File: config.mk
export PLATFORM = sky130hd
export DESIGN_NAME = picorv32_sram_responder_flat
export DESIGN_NICKNAME = d
export VERILOG_FILES = /design/src/rtl/picorv32_sram_responder_pkg.sv /design/src/rtl/picorv32_sram_responder_if.sv /design/src/rtl/picorv32_sram_responder_decode.sv /design/src/rtl/picorv32_sram_responder.sv /design/src/flat_wrapper.sv
export SDC_FILE = /design/constraint.sdc
export NUM_CORES = 1
export LEC_CHECK = 0
export CAP_MARGIN = 10
export CORE_ASPECT_RATIO = 0.9
export CORE_MARGIN = 2
export CORE_UTILIZATION = 41
export DETAILED_ROUTE_END_ITERATION = 10
export GPL_TIMING_DRIVEN = 0
export PLACE_DENSITY = 0.92
export SETUP_SLACK_MARGIN = 0.1
export SYNTH_ARGS = -nofsm -noshare
export SYNTH_HDL_FRONTEND = slang
export SYNTH_SLANG_ARGS = --single-unit
File: constraint.sdc
create_clock -name clk -period 5.9 [get_ports clk]
set_input_delay 0.885 -clock clk [delete_from_list [all_inputs] [get_ports clk]]
set_output_delay 0.885 -clock clk [all_outputs]
set_load 0.1 [all_outputs]
File: src/rtl/picorv32_sram_responder_pkg.sv
// ============================================================================
// Module      : picorv32_sram_pkg
// Description : Shared types and constants for the picorv32 SRAM responder.
// Revision    : 1.0 - initial release
// ============================================================================
`default_nettype none

package picorv32_sram_pkg;

    typedef enum logic [1:0] {
        IDLE  = 2'd0,
        ISSUE = 2'd1,
        WAIT  = 2'd2,
        RESP  = 2'd3
    } state_t;

    localparam int SRAM_DW = 32;
    localparam int SRAM_MW = 4;

    // Geometry of the default sky130 OpenRAM macro (32 x 512, 1rw port used)
    localparam int SKY130_SRAM_WORDS   = 512;
    localparam int SKY130_SRAM_AW      = 9;
    localparam int SKY130_SRAM_LATENCY = 1;

endpackage

`default_nettype wire

File: src/rtl/picorv32_sram_responder_if.sv
// ============================================================================
// Module      : picorv32_sram_responder_if
// Description : picorv32 native memory bus (valid/ready) with error pulse.
// Revision    : 1.0 - initial release
// ============================================================================
`default_nettype none

interface picorv32_sram_responder_if;
    logic        mem_valid;
    logic        mem_instr;
    logic [31:0] mem_addr;
    logic [31:0] mem_wdata;
    logic [3:0]  mem_wstrb;
    logic        mem_ready;
    logic [31:0] mem_rdata;
    logic        err;

    modport master (
        output mem_valid, mem_instr, mem_addr, mem_wdata, mem_wstrb,
        input  mem_ready, mem_rdata, err
    );

    modport slave (
        input  mem_valid, mem_instr, mem_addr, mem_wdata, mem_wstrb,
        output mem_ready, mem_rdata, err
    );
endinterface

`default_nettype wire

File: src/rtl/picorv32_sram_responder_decode.sv
// ============================================================================
// Module      : picorv32_sram_decode
// Description : Byte address to SRAM word index and window range check.
// Revision    : 1.0 - initial release
// ============================================================================
`default_nettype none

module picorv32_sram_decode #(
    parameter logic [31:0] ADDR_BASE = 32'h0000_0000,
    parameter int          MEM_WORDS = 512,
    parameter int          SRAM_AW   = 9
) (
    input  wire logic [31:0]        i_mem_addr,
    output logic                    o_in_range,
    output logic [SRAM_AW-1:0]      o_word_idx
);
    localparam logic [31:0] c_WINDOW_BYTES = 32'(MEM_WORDS) << 2;

    logic [31:0] w_off;
    logic        w_unused_off;

    // The explicit lower-bound test prevents wrapped offsets aliasing into the window
    assign w_off        = i_mem_addr - ADDR_BASE;
    assign o_in_range   = (i_mem_addr >= ADDR_BASE) && (w_off < c_WINDOW_BYTES);
    assign o_word_idx   = w_off[SRAM_AW+1:2];
    assign w_unused_off = ^{w_off[1:0], w_off[31:SRAM_AW+2]};
endmodule

`default_nettype wire

File: src/rtl/picorv32_sram_responder.sv
// ============================================================================
// Module      : picorv32_sram_responder
// Description : picorv32 memory-bus responder driving one sky130 SRAM port.
//               Optional access counters enabled by SRAM_RESP_PERF_EN.
// Revision    : 1.0 - initial release
// ============================================================================
`default_nettype none

module picorv32_sram_responder
    import picorv32_sram_pkg::*;
#(
    parameter logic [31:0] ADDR_BASE    = 32'h0000_0000,
    parameter int          MEM_WORDS    = SKY130_SRAM_WORDS,
    parameter int          SRAM_AW      = SKY130_SRAM_AW,
    parameter int          READ_LATENCY = SKY130_SRAM_LATENCY,
    parameter int          WAIT_STATES  = 0
) (
    input  wire logic                   clk,
    input  wire logic                   resetn,
    picorv32_sram_responder_if.slave    bus,
    output logic                        sram_csb,
    output logic                        sram_web,
    output logic [SRAM_MW-1:0]          sram_wmask,
    output logic [SRAM_AW-1:0]          sram_addr,
    output logic [SRAM_DW-1:0]          sram_din,
    input  wire logic [SRAM_DW-1:0]     sram_dout,
    output logic [31:0]                 rd_count,
    output logic [31:0]                 wr_count
);
    localparam int c_CNT_MAX = WAIT_STATES + READ_LATENCY - 1;
    localparam int c_CNT_W   = $clog2(c_CNT_MAX + 2);
    localparam logic [c_CNT_W-1:0] c_CNT_WR = c_CNT_W'(WAIT_STATES);
    localparam logic [c_CNT_W-1:0] c_CNT_RD = c_CNT_W'(c_CNT_MAX);

    state_t               r_state, w_state_nxt;
    logic [c_CNT_W-1:0]   r_cnt, w_cnt_nxt;
    logic                 r_ready, w_ready_nxt;
    logic                 r_err, w_err_nxt;
    logic [SRAM_DW-1:0]   r_rdata, w_rdata_nxt;
    logic                 r_csb, w_csb_nxt;
    logic                 r_web, w_web_nxt;
    logic [SRAM_MW-1:0]   r_wmask, w_wmask_nxt;
    logic [SRAM_AW-1:0]   r_addr, w_addr_nxt;
    logic [SRAM_DW-1:0]   r_din, w_din_nxt;
    logic                 r_is_read, w_is_read_nxt;
    logic                 w_in_range;
    logic [SRAM_AW-1:0]   w_word_idx;
    logic                 w_unused;

    assign w_unused = bus.mem_instr;

    picorv32_sram_decode #(
        .ADDR_BASE (ADDR_BASE),
        .MEM_WORDS (MEM_WORDS),
        .SRAM_AW   (SRAM_AW)
    ) u_decode (
        .i_mem_addr (bus.mem_addr),
        .o_in_range (w_in_range),
        .o_word_idx (w_word_idx)
    );

    always_ff @(posedge clk or negedge resetn) begin
        if (!resetn) begin
            r_state   <= IDLE;
            r_cnt     <= '0;
            r_ready   <= 1'b0;
            r_err     <= 1'b0;
            r_rdata   <= '0;
            r_csb     <= 1'b1;
            r_web     <= 1'b1;
            r_wmask   <= '0;
            r_addr    <= '0;
            r_din     <= '0;
            r_is_read <= 1'b0;
        end else begin
            r_state   <= w_state_nxt;
            r_cnt     <= w_cnt_nxt;
            r_ready   <= w_ready_nxt;
            r_err     <= w_err_nxt;
            r_rdata   <= w_rdata_nxt;
            r_csb     <= w_csb_nxt;
            r_web     <= w_web_nxt;
            r_wmask   <= w_wmask_nxt;
            r_addr    <= w_addr_nxt;
            r_din     <= w_din_nxt;
            r_is_read <= w_is_read_nxt;
        end
    end

    always_comb begin
        w_state_nxt   = r_state;
        w_cnt_nxt     = r_cnt;
        w_ready_nxt   = 1'b0;
        w_err_nxt     = 1'b0;
        w_rdata_nxt   = r_rdata;
        w_csb_nxt     = r_csb;
        w_web_nxt     = r_web;
        w_wmask_nxt   = r_wmask;
        w_addr_nxt    = r_addr;
        w_din_nxt     = r_din;
        w_is_read_nxt = r_is_read;
        unique case (r_state)
            IDLE: begin
                if (bus.mem_valid) begin
                    if (w_in_range) begin
                        w_addr_nxt    = w_word_idx;
                        w_din_nxt     = bus.mem_wdata;
                        w_wmask_nxt   = bus.mem_wstrb;
                        w_web_nxt     = (bus.mem_wstrb == 4'b0000);
                        w_is_read_nxt = (bus.mem_wstrb == 4'b0000);
                        w_csb_nxt     = 1'b0;
                        w_state_nxt   = ISSUE;
                    end else begin
                        w_ready_nxt   = 1'b1;
                        w_err_nxt     = 1'b1;
                        w_rdata_nxt   = '0;
                        w_state_nxt   = RESP;
                    end
                end
            end
            ISSUE: begin
                // The macro captures on the edge that ends this cycle
                w_csb_nxt   = 1'b1;
                w_web_nxt   = 1'b1;
                w_wmask_nxt = '0;
                w_cnt_nxt   = r_is_read ? c_CNT_RD : c_CNT_WR;
                w_state_nxt = WAIT;
            end
            WAIT: begin
                if (r_cnt != '0) begin
                    w_cnt_nxt = r_cnt - c_CNT_W'(1);
                end else begin
                    w_ready_nxt = 1'b1;
                    if (r_is_read) begin
                        w_rdata_nxt = sram_dout;
                    end
                    w_state_nxt = RESP;
                end
            end
            RESP: begin
                w_state_nxt = IDLE;
            end
            default: begin
                w_state_nxt = IDLE;
            end
        endcase
    end

    assign bus.mem_ready = r_ready;
    assign bus.mem_rdata = r_rdata;
    assign bus.err       = r_err;
    assign sram_csb      = r_csb;
    assign sram_web      = r_web;
    assign sram_wmask    = r_wmask;
    assign sram_addr     = r_addr;
    assign sram_din      = r_din;

`ifdef SRAM_RESP_PERF_EN
    logic [31:0] r_rd_count, r_wr_count;
    logic        w_done;

    assign w_done = (r_state == WAIT) && (r_cnt == '0);

    always_ff @(posedge clk or negedge resetn) begin
        if (!resetn) begin
            r_rd_count <= '0;
            r_wr_count <= '0;
        end else if (w_done) begin
            if (r_is_read && (r_rd_count != 32'hFFFF_FFFF)) begin
                r_rd_count <= r_rd_count + 32'd1;
            end
            if (!r_is_read && (r_wr_count != 32'hFFFF_FFFF)) begin
                r_wr_count <= r_wr_count + 32'd1;
            end
        end
    end

    assign rd_count = r_rd_count;
    assign wr_count = r_wr_count;
`else
    assign rd_count = '0;
    assign wr_count = '0;
`endif
endmodule

`default_nettype wire

File: src/flat_wrapper.sv
// flat-port wrapper written by rule: the top's interface ports become plain ports
module picorv32_sram_responder_flat import picorv32_sram_pkg::*;
#(
    parameter logic [31:0] ADDR_BASE    = 32'h0000_0000,
    parameter int          MEM_WORDS    = SKY130_SRAM_WORDS,
    parameter int          SRAM_AW      = SKY130_SRAM_AW,
    parameter int          READ_LATENCY = SKY130_SRAM_LATENCY,
    parameter int          WAIT_STATES  = 0
)
  (clk, resetn, sram_csb, sram_web, sram_wmask, sram_addr, sram_din, sram_dout, rd_count, wr_count, bus_mem_valid, bus_mem_instr, bus_mem_addr, bus_mem_wdata, bus_mem_wstrb, bus_mem_ready, bus_mem_rdata, bus_err);
  picorv32_sram_responder_if bus_i ();
  input  wire logic clk;
  input  wire logic resetn;
  output logic sram_csb;
  output logic sram_web;
  output logic [SRAM_MW-1:0] sram_wmask;
  output logic [SRAM_AW-1:0] sram_addr;
  output logic [SRAM_DW-1:0] sram_din;
  input  wire logic [SRAM_DW-1:0] sram_dout;
  output logic [31:0] rd_count;
  output logic [31:0] wr_count;
  input wire logic [$bits(bus_i.mem_valid)-1:0] bus_mem_valid;
  input wire logic [$bits(bus_i.mem_instr)-1:0] bus_mem_instr;
  input wire logic [$bits(bus_i.mem_addr)-1:0] bus_mem_addr;
  input wire logic [$bits(bus_i.mem_wdata)-1:0] bus_mem_wdata;
  input wire logic [$bits(bus_i.mem_wstrb)-1:0] bus_mem_wstrb;
  output wire logic [$bits(bus_i.mem_ready)-1:0] bus_mem_ready;
  output wire logic [$bits(bus_i.mem_rdata)-1:0] bus_mem_rdata;
  output wire logic [$bits(bus_i.err)-1:0] bus_err;
  assign bus_i.mem_valid = bus_mem_valid;
  assign bus_i.mem_instr = bus_mem_instr;
  assign bus_i.mem_addr = bus_mem_addr;
  assign bus_i.mem_wdata = bus_mem_wdata;
  assign bus_i.mem_wstrb = bus_mem_wstrb;
  assign bus_mem_ready = bus_i.mem_ready;
  assign bus_mem_rdata = bus_i.mem_rdata;
  assign bus_err = bus_i.err;
  picorv32_sram_responder #(.ADDR_BASE(ADDR_BASE), .MEM_WORDS(MEM_WORDS), .SRAM_AW(SRAM_AW), .READ_LATENCY(READ_LATENCY), .WAIT_STATES(WAIT_STATES)) u_core (.clk(clk), .resetn(resetn), .bus(bus_i), .sram_csb(sram_csb), .sram_web(sram_web), .sram_wmask(sram_wmask), .sram_addr(sram_addr), .sram_din(sram_din), .sram_dout(sram_dout), .rd_count(rd_count), .wr_count(wr_count));
endmodule
==> metrics.md <==
| Metric | Value |
|---|---|
| Status | `completed` |
| Final wirelength | `10.1 mm` |
| Max-cap violation count | `0` |
| Global route overflow | `0` |
| H-tree levels | `3` |
| Worst hold slack | `0.511 ns` |
| Fraction of layout cells with a size suffix above 1 | `23.0%` |
| Final Wtd Congestion | `0.766` |
| Ys flop type | `dfrtp_1` |
| Post-route clock period utilization | `51.1%` |
| Die X | `111 um` |
| Pins Over Slew Limit | `0` |
| DRC Markers | `0` |
| Ys async rst share | `100%` |
| Die area | `11200 um2` |
| Count of cell types in the netlist | `34` |
| Startpoint Class | `input pin` |
| Crit. End Element | `flip-flop` |
| Drt pass-1 iters | `4` |
| Antenna-violating nets left | `0` |
| Area share of the largest cell type after synthesis | `48.4%` |
| Post-Syn Area | `4240 um2` |
| Core footprint | `10200 um2` |
| Cell with the most instances after synthesis | `dfrtp_1` |
| Resized cells post-CTS | `0` |
| RSZ-0062 raised after global routing | `false` |
| Post-CTS Setup Bufs | `0` |
| WS Path Type | `in -> reg` |
| Inserted Diodes | `0` |
| Worst ir drop on vdd | `0.000320 V` |
| Post-synth EDFFs | `0` |
| Wire per inst | `13.7 um` |
| Area growth syn-to-layout | `59.3%` |
| Largest fanout on the critical path | `10` |
| First-pass GRT wire length | `15.9 mm` |
| Seq/Total Area, Yosys | `49.7%` |
| # setup viols final | `0` |
| Post-DP HPWL | `8.00 mm` |
| R2r worst-path depth | `7` |
| Hold Crit Depth | `1` |
| Setup TNS | `0 ns` |
| Syn Inst Count | `349` |
| Worst Path Required | `6.10 ns` |
| Yosys Warn Count | `0` |
| Number of filler cells placed in the layout | `753` |
| Clk root buf | `clkbuf_16` |
| Rows | `35` |
| Initial drt markers | `58` |
| #FFs+latches synth | `84` |
| Synth area leader | `dfrtp_1` |
| Via count | `3170` |
| Min-Delay Endpoint | `u_core.sram_din[19]$_DFFE_PN0P_` |
| Top Ports | `249` |
| FMAX | `332 MHz` |
| Reg-to-reg endpoint | `u_core.bus.mem_rdata[12]$_DFFE_PN0P_` |
| Most area-consuming cells after synthesis | `dfrtp_1, mux2_4, buf_4` |
| Largest net degree at the start of global routing | `49` |
| IO buf count | `181` |
| Hold Buf Count CTS | `0` |
| Overall global routing resource usage | `17.9%` |
| CTS sink cnt | `84` |
| Worst-skew pair later-pin latency | `0.33 ns` |
| Clock transition at path regs | `0.06 ns` |
| DR vias/cell | `4.29` |
| Synth cell count leaders | `dfrtp_1, buf_4, mux2_4, nand2_1, inv_1` |
| Worst reg2reg path startpoint | `u_core.r_state[0]$_DFFE_PN0P_` |
| Slew HR | `32.0%` |
| Post-Syn Area per Cell | `12.1 um2` |
| P per Cell Area | `375 nW/um2` |
| CTS tree | `built` |
| Bufs on Longest Clock Path | `2` |
| Hold WC Path Type | `reg -> reg` |
| Initial antenna violation count | `0` |
| Worst slew pin tran | `1.02 ns` |
| Nets | `712` |
| CP most frequent cell | `or4_4` |
| Die Height | `100 um` |
| Final min period | `3.02 ns` |
| Crit-path slowest cell | `or4_4` |
| Arrival time worst endpoint | `3.22 ns` |
| CP Cell Sequence | `clkdlybuf4s50_1 > or4_4 > or4_4 > buf_6 > nor2_8 > buf_12 > mux2_4` |
| Top delay family on crit path | `simple AND/OR/NAND/NOR gates` |
| Min-delay src | `u_core.sram_din[19]$_DFFE_PN0P_` |
| Initial Util | `41.7%` |
| Vias in the first global route | `3260` |
| TritonCTS Buffers | `9` |
| Max incr delay on CP | `0.55 ns` |
| Final Skew | `0.00754 ns` |
| FF-to-FF setup slack | `3.50 ns` |
| Buffer and inverter count on the worst path | `3` |
| Fin. Hold Viols | `0` |
| Leak | `3.23 nW` |
-- registers in the layout, summed over array words and instances, names as in the netlist --
register / flops
u_core.sram_csb: 1
u_core.sram_web: 1
u_core.sram_din: 32
u_core.bus.mem_ready: 1
u_core.sram_addr: 9
u_core.bus.mem_rdata: 32
u_core.sram_wmask: 4
u_core.r_is_read: 1
u_core.bus.err: 1
u_core.r_state: 2
-- cell usage in the layout, fill, tap and decap left out, types with 2 or more instances in the layout --
master,netlist,final
buf_4,64,65
nor4_1,5,5
clkinv_2,0,2
ha_1,3,3
o221ai_1,5,5
clkinvlp_4,0,2
buf_12,4,4
o21ai_0,8,8
dfstp_2,2,2
clkdlybuf4s50_1,0,180
dfrtp_1,82,82
inv_1,36,36
or4_4,2,2
mux2_4,40,40
inv_6,0,2
conb_1,1,64
clkbuf_16,0,9
mux2_2,2,2
nand2_1,37,37
mux2i_1,32,32
clkbuf_1,5,5
buf_2,3,3
nand2b_1,2,2
-- stage by stage --
| step | util (%) | std cells | setup WS, ns | cell area [um2] | power (mW) |
|---|---|---|---|---|---|
| finish | 66.4 | 739 | 2.88 | 6750 | 2.53 |
| global route | 66.4 | 739 | 2.86 | 6750 | 2.65 |
| CTS | 66.4 | 739 | 2.89 | 6750 | 2.55 |
| detailed placement | 63.7 | 723 | 2.54 | 6470 | 2.02 |
| global placement | 63.4 | 722 | 1.12 | 6450 | 1.99 |
| floorplan | - | 412 | 3.07 | 4470 | 1.72 |
-- metal layers --
metal | GRT usage, % | vias to the layer above | part of all wire [%]
met5 | 0 | - | 0
met4 | 6.74 | 0 | 2.1
met3 | 3.80 | 16 | 5.6
met2 | 31.9 | 117 | 53
met1 | 21.5 | 1516 | 40
li1 | - | 1521 | -
-- power by group --
part           leakage [nW]  total [mW]  switching (mW)  internal [mW]
Combinational          1.96        1.31           0.955          0.357
Sequential             1.14       0.694          0.0394          0.654
Clock                 0.132       0.523           0.236          0.287
Total                  3.23        2.53            1.23           1.30
-- layout make-up --
class                      instances  area [um2]  area share (%)
buffer                            77         606            8.97
clock buffer                       9         225            3.34
clock inverter                     7        51.3           0.760
inverter                          37         139            2.06
multi-input combinational        214        1620            24.1
sequential                        84        2100            31.2
tap                              129         161            2.39
timing repair buffer             182        1840            27.2
-- cell families after synthesis --
logic type                 after synthesis  share of synthesized area, %
other                                    1                        0.0885
AOI/OAI and AO/OA                       19                          3.07
muxes                                   74                          22.3
DFF                                     84                          49.7
and+or+nand+nor                         54                          6.44
adders and majority gates                3                         0.886
buffers and inverters                  114                          17.6
-- worst max path at each step --
stage	startpoint	to	slack, ns	cells past startpoint
floorplan	bus_mem_addr[31]	u_core.sram_addr[0]$_DFFE_PN0P_	3.07	6
global placement	resetn	u_core.bus.mem_rdata[14]$_DFFE_PN0P_	1.12	1
detailed placement	bus_mem_addr[31]	u_core.sram_din[16]$_DFFE_PN0P_	2.54	7
CTS	bus_mem_addr[31]	u_core.sram_din[2]$_DFFE_PN0P_	2.89	7
global route	bus_mem_addr[31]	u_core.sram_din[1]$_DFFE_PN0P_	2.86	7
finish	bus_mem_addr[31]	u_core.sram_din[16]$_DFFE_PN0P_	2.88	7
-- worst reg2reg max path: cells and delay by family, from the launching register on --
family | cells | cell delay (ns)
adder cells (fa/ha/maj) | 1 | 0.21
flip-flops | 1 | 0.40
multiplexers | 1 | 0.27
buffers and inverters | 3 | 0.81
AO/OA/AOI/OAI | 2 | 0.62
No activity file was read; power rests on OpenSTA's default activity.
